[config.mk]
export PLATFORM = sky130hd
export DESIGN_NAME = fetch_stage
export DESIGN_NICKNAME = d
export VERILOG_FILES = /design/src/rtl/fetch_stage.sv
export SDC_FILE = /design/constraint.sdc
export NUM_CORES = 1
export LEC_CHECK = 0
export ABC_CLOCK_PERIOD_IN_PS = 3100
export CORE_MARGIN = 1
export CORE_UTILIZATION = 38
export CTS_CLUSTER_SIZE = 8
export DETAILED_ROUTE_END_ITERATION = 10
export GPL_TIMING_DRIVEN = 1
export PLACE_DENSITY = 0.78
export SKIP_CTS_REPAIR_TIMING = 1
export SYNTH_ARGS = -nofsm -noshare
export SYNTH_HDL_FRONTEND = slang
export SYNTH_SLANG_ARGS = --single-unit
[constraint.sdc]
create_clock -name clk -period 3.1 [get_ports clk]
set_input_delay 0.775 -clock clk [delete_from_list [all_inputs] [get_ports clk]]
set_output_delay 0.775 -clock clk [all_outputs]
set_load 0.05 [all_outputs]
[src/rtl/fetch_stage.sv]
//------------------------------------------------------------------------------
// Module      : fetch_stage
// Description : Instruction-fetch stage with PC, IF/ID register, stall, flush,
//               redirect and end-of-program halt. Optional perf counters are
//               enabled by defining FETCH_PERF_CNT_EN.
// Revision    : 1.0 - initial release
//------------------------------------------------------------------------------
`default_nettype none

module fetch_stage #(
    parameter logic [31:0] RESET_PC   = 32'h0,
    parameter logic [31:0] PC_STEP    = 32'd1,
    parameter int unsigned IMEM_DEPTH = 82,
    parameter logic [31:0] NOP_WORD   = 32'h00000000
) (
    input  logic        clk,
    input  logic        rst,
    input  logic        stall_i,
    input  logic        flush_i,
    input  logic        redirect_i,
    input  logic [31:0] redirect_pc_i,
    output logic [31:0] imem_addr_o,
    input  logic [31:0] imem_data_i,
    output logic [31:0] if_id_pc_o,
    output logic [31:0] if_id_instr_o,
    output logic        if_id_valid_o,
    output logic        halted_o,
    output logic [31:0] fetch_cnt_o,
    output logic [31:0] stall_cnt_o
);

    localparam logic [31:0] c_imem_depth = 32'(IMEM_DEPTH);

    logic [31:0] pc_q;
    logic [31:0] pc_d;
    logic [31:0] if_pc_q;
    logic [31:0] if_pc_d;
    logic [31:0] if_instr_q;
    logic [31:0] if_instr_d;
    logic        if_valid_q;
    logic        if_valid_d;

    logic        w_oor;
    logic        w_bubble;
    logic        w_load_valid;

    assign w_oor        = (pc_q >= c_imem_depth);
    assign w_bubble     = redirect_i | flush_i;
    assign w_load_valid = ~w_bubble & ~stall_i & ~w_oor;

    // PC next state: redirect beats stall, stall beats halt
    always_comb begin
        pc_d = pc_q;
        if (redirect_i) begin
            pc_d = redirect_pc_i;
        end else if (stall_i || w_oor) begin
            pc_d = pc_q;
        end else begin
            pc_d = pc_q + PC_STEP;
        end
    end

    always_comb begin
        if_pc_d    = if_pc_q;
        if_instr_d = if_instr_q;
        if_valid_d = if_valid_q;
        if (w_bubble) begin
            if_pc_d    = 32'h0;
            if_instr_d = NOP_WORD;
            if_valid_d = 1'b0;
        end else if (stall_i) begin
            if_pc_d    = if_pc_q;
            if_instr_d = if_instr_q;
            if_valid_d = if_valid_q;
        end else if (w_oor) begin
            if_pc_d    = pc_q;
            if_instr_d = NOP_WORD;
            if_valid_d = 1'b0;
        end else begin
            if_pc_d    = pc_q;
            if_instr_d = imem_data_i;
            if_valid_d = 1'b1;
        end
    end

    always_ff @(posedge clk or posedge rst) begin
        if (rst) begin
            pc_q       <= RESET_PC;
            if_pc_q    <= 32'h0;
            if_instr_q <= NOP_WORD;
            if_valid_q <= 1'b0;
        end else begin
            pc_q       <= pc_d;
            if_pc_q    <= if_pc_d;
            if_instr_q <= if_instr_d;
            if_valid_q <= if_valid_d;
        end
    end

    assign imem_addr_o   = pc_q;
    assign if_id_pc_o    = if_pc_q;
    assign if_id_instr_o = if_instr_q;
    assign if_id_valid_o = if_valid_q;
    assign halted_o      = w_oor;

`ifdef FETCH_PERF_CNT_EN
    logic [31:0] fetch_cnt_q;
    logic [31:0] fetch_cnt_d;
    logic [31:0] stall_cnt_q;
    logic [31:0] stall_cnt_d;

    // Both counters saturate rather than wrap
    always_comb begin
        fetch_cnt_d = fetch_cnt_q;
        stall_cnt_d = stall_cnt_q;
        if (w_load_valid && (fetch_cnt_q != 32'hFFFFFFFF)) begin
            fetch_cnt_d = fetch_cnt_q + 32'd1;
        end
        if (stall_i && !redirect_i && (stall_cnt_q != 32'hFFFFFFFF)) begin
            stall_cnt_d = stall_cnt_q + 32'd1;
        end
    end

    always_ff @(posedge clk or posedge rst) begin
        if (rst) begin
            fetch_cnt_q <= 32'h0;
            stall_cnt_q <= 32'h0;
        end else begin
            fetch_cnt_q <= fetch_cnt_d;
            stall_cnt_q <= stall_cnt_d;
        end
    end

    assign fetch_cnt_o = fetch_cnt_q;
    assign stall_cnt_o = stall_cnt_q;
`else
    logic w_unused;
    assign w_unused    = w_load_valid;
    assign fetch_cnt_o = 32'h0;
    assign stall_cnt_o = 32'h0;
`endif

endmodule

`default_nettype wire

==> flow_results.org <==
** Setup path
- The setup check on the worst reg-to-reg path leaves a slack of a little under 0.8 ns.
- Setup crit start kind :: register
- Among all stages on the critical path, the largest delay is contributed by sky130_fd_sc_hd__or3_1.
- Crit path DAT :: 2.10 ns
- The worst register-to-register path begins at imem_addr_o[22].
- Chain of cells forming the critical path :: nor4_1 > nand4_1 > or3_1 > buf_4
- Broken down by cell family, the worst path's largest delay share belongs to simple AND/OR/NAND/NOR gates.
- Sum of buffers and inverters on the critical path :: 1
- Along the worst path, the maximum fanout reaches 4.
- Req. time, crit path :: between 2 and 2.5 ns
- CP endpoint kind :: output pin
- For the worst flop-to-flop path, the logic depth is 5.
- Capture instance of the worst register-to-register path :: imem_addr_o[5]
- Max stage delay on crit path :: between 0.4 and 0.5 ns
- Critical path class :: reg2out

** Synth
- Of the post-synthesis cell area, the dominant cell type holds about half.
- Seq/Total Area, Yosys :: 48.6%
- In the synthesized netlist, the number of instances is ~480.
- Ranked by total cell area, the synthesized netlist is headed by sky130_fd_sc_hd__dfrtp_1 (49%), sky130_fd_sc_hd__buf_4 (9.6%), sky130_fd_sc_hd__o41a_1 (7.2%).
- Commonest register cell after synthesis :: sky130_fd_sc_hd__dfrtp_1
- For this run, the number of Yosys warnings is 0.
- In this run, distinct cell masters in the synthesized netlist total 34.
- Cell area after technology mapping :: ~5000 sq um
- Post-synthesis register bit count :: 97
- Share of flip-flops with an asynchronous set or reset after synthesis :: between 90% and 100%
- By instance count, the leading cell after synthesis is sky130_fd_sc_hd__dfrtp_1.
- Average cell area after synthesis :: approximately 10 sq um
- Post-synthesis cell type with the largest combined area :: sky130_fd_sc_hd__dfrtp_1
- Most frequent cells after synthesis :: sky130_fd_sc_hd__dfrtp_1 (97), sky130_fd_sc_hd__nor2_1 (68), sky130_fd_sc_hd__buf_4 (64)
- The synthesized design contains 0 enable-type register cells.

** Clocking
- TritonCTS built the clock tree.
- Counting along the longest clock path gives a buffer depth of 2.
- Clock root buffer :: sky130_fd_sc_hd__clkbuf_16
- H-tree depth reported by CTS :: 3
- Counting the buffers created by CTS gives 9.
- Counting every sink on the clock net gives a little under 100.
- After clock tree synthesis, the clock-pin slew on the worst setup and hold paths is about 0.070 ns.
- Worst-Skew Late Latency :: ~0.34 ns

** Global routing
- The via count of the first global-routing pass came to 3826.
- Entering global routing, the biggest net connects 68 pins.
- The initial antenna violation count is 0.
- Total routing resource utilization after global routing :: between 10% and 20%
- After global routing the overflow that remains totals 0.
- The first global-routing pass estimated between 15 and 20 mm of wire.

** Power
- Power per unit of standard cell area :: 494 nW/um^2
- In this run the power spent charging and discharging nets is between 1000 and 1500 uW.
- Fraction of power consumed by the clock network :: 35.8%
- Internal power consumption :: about 2300 uW
- Per report_power, the combinational group accounts for a little under a quarter of the total.
- The analysis attributes to cell leakage a power of between 0.002 and 0.003 uW.
- Switching power as a share of total power :: about a third
- VDD sags by at most 0.292 mV.
- Of the total power, registers draw between 40% and 50%.

** Timing
- Unrepaired setup endpoints after global routing :: no
- Post-route clock skew :: 0.0121 ns
- Final min period :: between 2 and 3 ns
- Hold violation count in the final report :: 0
- For the pin with the worst max-slew slack, the measured transition is around 0.71 ns.
- Number of pins exceeding their max-slew limit in the final report :: 0
- Crit share post-route :: 92.8%
- Final-report setup violation count :: 0
- Least setup slack across all paths after layout :: 0.222 ns
- Max Clock Freq :: about 0.35 GHz
- Relative slew margins :: 52.4%
- Aggregate negative setup slack :: 0 ns

** Floorplan
- Boundary Pins :: 231
- Core Area :: 12700 sq um
- Core Rows :: 41
- The die is approximately 120 microns wide.
- Die Y :: ~120 microns
- Area enclosed by the die boundary :: roughly 14000 sq um
- Starting density of the core :: 39.2%

** Routing
- The detailed router placed just under 4000 vias in this run.
- Average wire per cell in the routed design :: 15.1 microns
- Post-detailed-route count of antenna-violating nets :: 0
- Number of DRC violations after detailed routing :: 0
- Router iterations before antenna repair :: 4
- DR iter-0 viols :: roughly 220
- The final layout contains routed wiring with a total length of 12.2 mm.
- Mean number of vias per cell :: 4.90

** Layout
- ANT cells :: 0
- Layout fillers :: about 1100
- The multi-input combinational cells in the finished layout cover a total of 2190 sq um.
- Total area of sequential cells :: 2430 sq um
- Area added between synthesis and finish :: 39.1%
- The post-route netlist has about a tenth of its cells at a drive strength greater than 1.
- Total number of nets in the final design :: around 700

** Hold path
- Counting instances, the worst hold path has a depth of 2.
- The startpoint identified for the worst hold timing path is if_id_pc_o[5].
- Path class of the lowest-slack min-delay path :: reg2reg
- The worst hold path terminates at if_id_pc_o[5].

** Placement
- After legalization and detailed placement, the total HPWL measured just under 9 mm.
- Input and output buffers added on the ports amount to around 170.
- Routability congestion estimate from global placement :: ~0.84
- Pre-CTS setup slack :: approximately 0.52 ns

** Run status
- Run status :: complete, no violations

** Run
- Number of max-cap violations :: 0
==> registers in the layout (all words and copies together), names as in the netlist <==
signal	count
if_id_pc_o	32
if_id_valid_o	1
if_id_instr_o	32
imem_addr_o	32
==> metrics by stage <==
step / power (uW) / util (%) / std cells / cell area (sq um) / hold WS [ns]
floorplan: 2010 / - / 541 / 5230 / 0.742
global placement: 2210 / 51.9 / 793 / 6610 / 0.507
detailed placement: 2220 / 51.9 / 793 / 6610 / 0.519
CTS: 3470 / 54.6 / 809 / 6940 / 0.535
global route: 3580 / 54.6 / 809 / 6940 / 0.552
finish: 3430 / 54.6 / 809 / 6940 / 0.528
==> final cells by class <==
| type | instances | share of cell area [%] |
|---|---|---|
| Tap cell | 172 | 3.10 |
| Clock inverter | 5 | 1.19 |
| Sequential cell | 97 | 35.0 |
| Multi-Input combinational cell | 343 | 31.6 |
| Clock buffer | 11 | 3.64 |
| Inverter | 4 | 0.270 |
| Timing Repair Buffer | 177 | 25.2 |
==> power groups by stage <==
stage | clock, uW | combinational (uW) | sequential (uW)
5_1_grt | 1320 | 858 | 1400
3_5_place_dp | 0 | 812 | 1410
3_3_place_gp | 0 | 805 | 1410
6_report | 1230 | 811 | 1390
2_1_floorplan | 0 | 416 | 1600
4_1_cts | 1270 | 815 | 1390
==> worst max-delay path by stage <==
stage	start	endpoint	slack (ns)	depth (start not counted)
global placement	imem_addr_o[22]	halted_o	0.60	4
CTS	imem_addr_o[22]	halted_o	0.22	4
floorplan	imem_addr_o[1]	halted_o	0.06	6
finish	imem_addr_o[22]	halted_o	0.22	4
detailed placement	redirect_i	if_id_pc_o[26]	0.52	4
global route	imem_addr_o[22]	halted_o	0.07	4
==> cell usage in the layout (no fill, tap or decap), types with 12 or more instances in the layout <==
cell type,instances
sky130_fd_sc_hd__clkdlybuf4s50_1,164
sky130_fd_sc_hd__dfrtp_1,96
sky130_fd_sc_hd__nor2_1,68
sky130_fd_sc_hd__conb_1,64
sky130_fd_sc_hd__nand2_1,39
sky130_fd_sc_hd__nand2b_1,33
sky130_fd_sc_hd__o41a_1,32
sky130_fd_sc_hd__mux2i_1,32
sky130_fd_sc_hd__mux2_2,25
sky130_fd_sc_hd__buf_4,12
==> per-layer routing <==
| metal | GRT usage, % | part of all wire, % | routed length, microns | up-vias |
|---|---|---|---|---|
| li1 | - | - | - | 1837 |
| met1 | 22.9 | 41 | 5020 | 1924 |
| met2 | 31.8 | 49 | 6030 | 195 |
| met3 | 4.77 | 8.4 | 1020 | 8 |
| met4 | 7.00 | 1.2 | 142 | 0 |
| met5 | 0 | 0 | 0 | - |
==> kinds of logic (layout without fill, tap and decap cells) <==
group	after synthesis	count (layout)	synth area share [%]
fa+ha+maj	2	2	0.501
flops	97	97	48.6
buf+inv	101	197	12.4
compound gates	47	47	9.55
simple gates	173	173	16.8
mux	57	57	12.1
other cells	1	64	0.0751
==> worst min-delay path: stages (launching register included) <==
cell and delay (ns):
sky130_fd_sc_hd__dfrtp_1 0.35, sky130_fd_sc_hd__mux2i_1 0.07, sky130_fd_sc_hd__nor2_1 0.07
No activity file was read; power rests on OpenSTA's default activity.
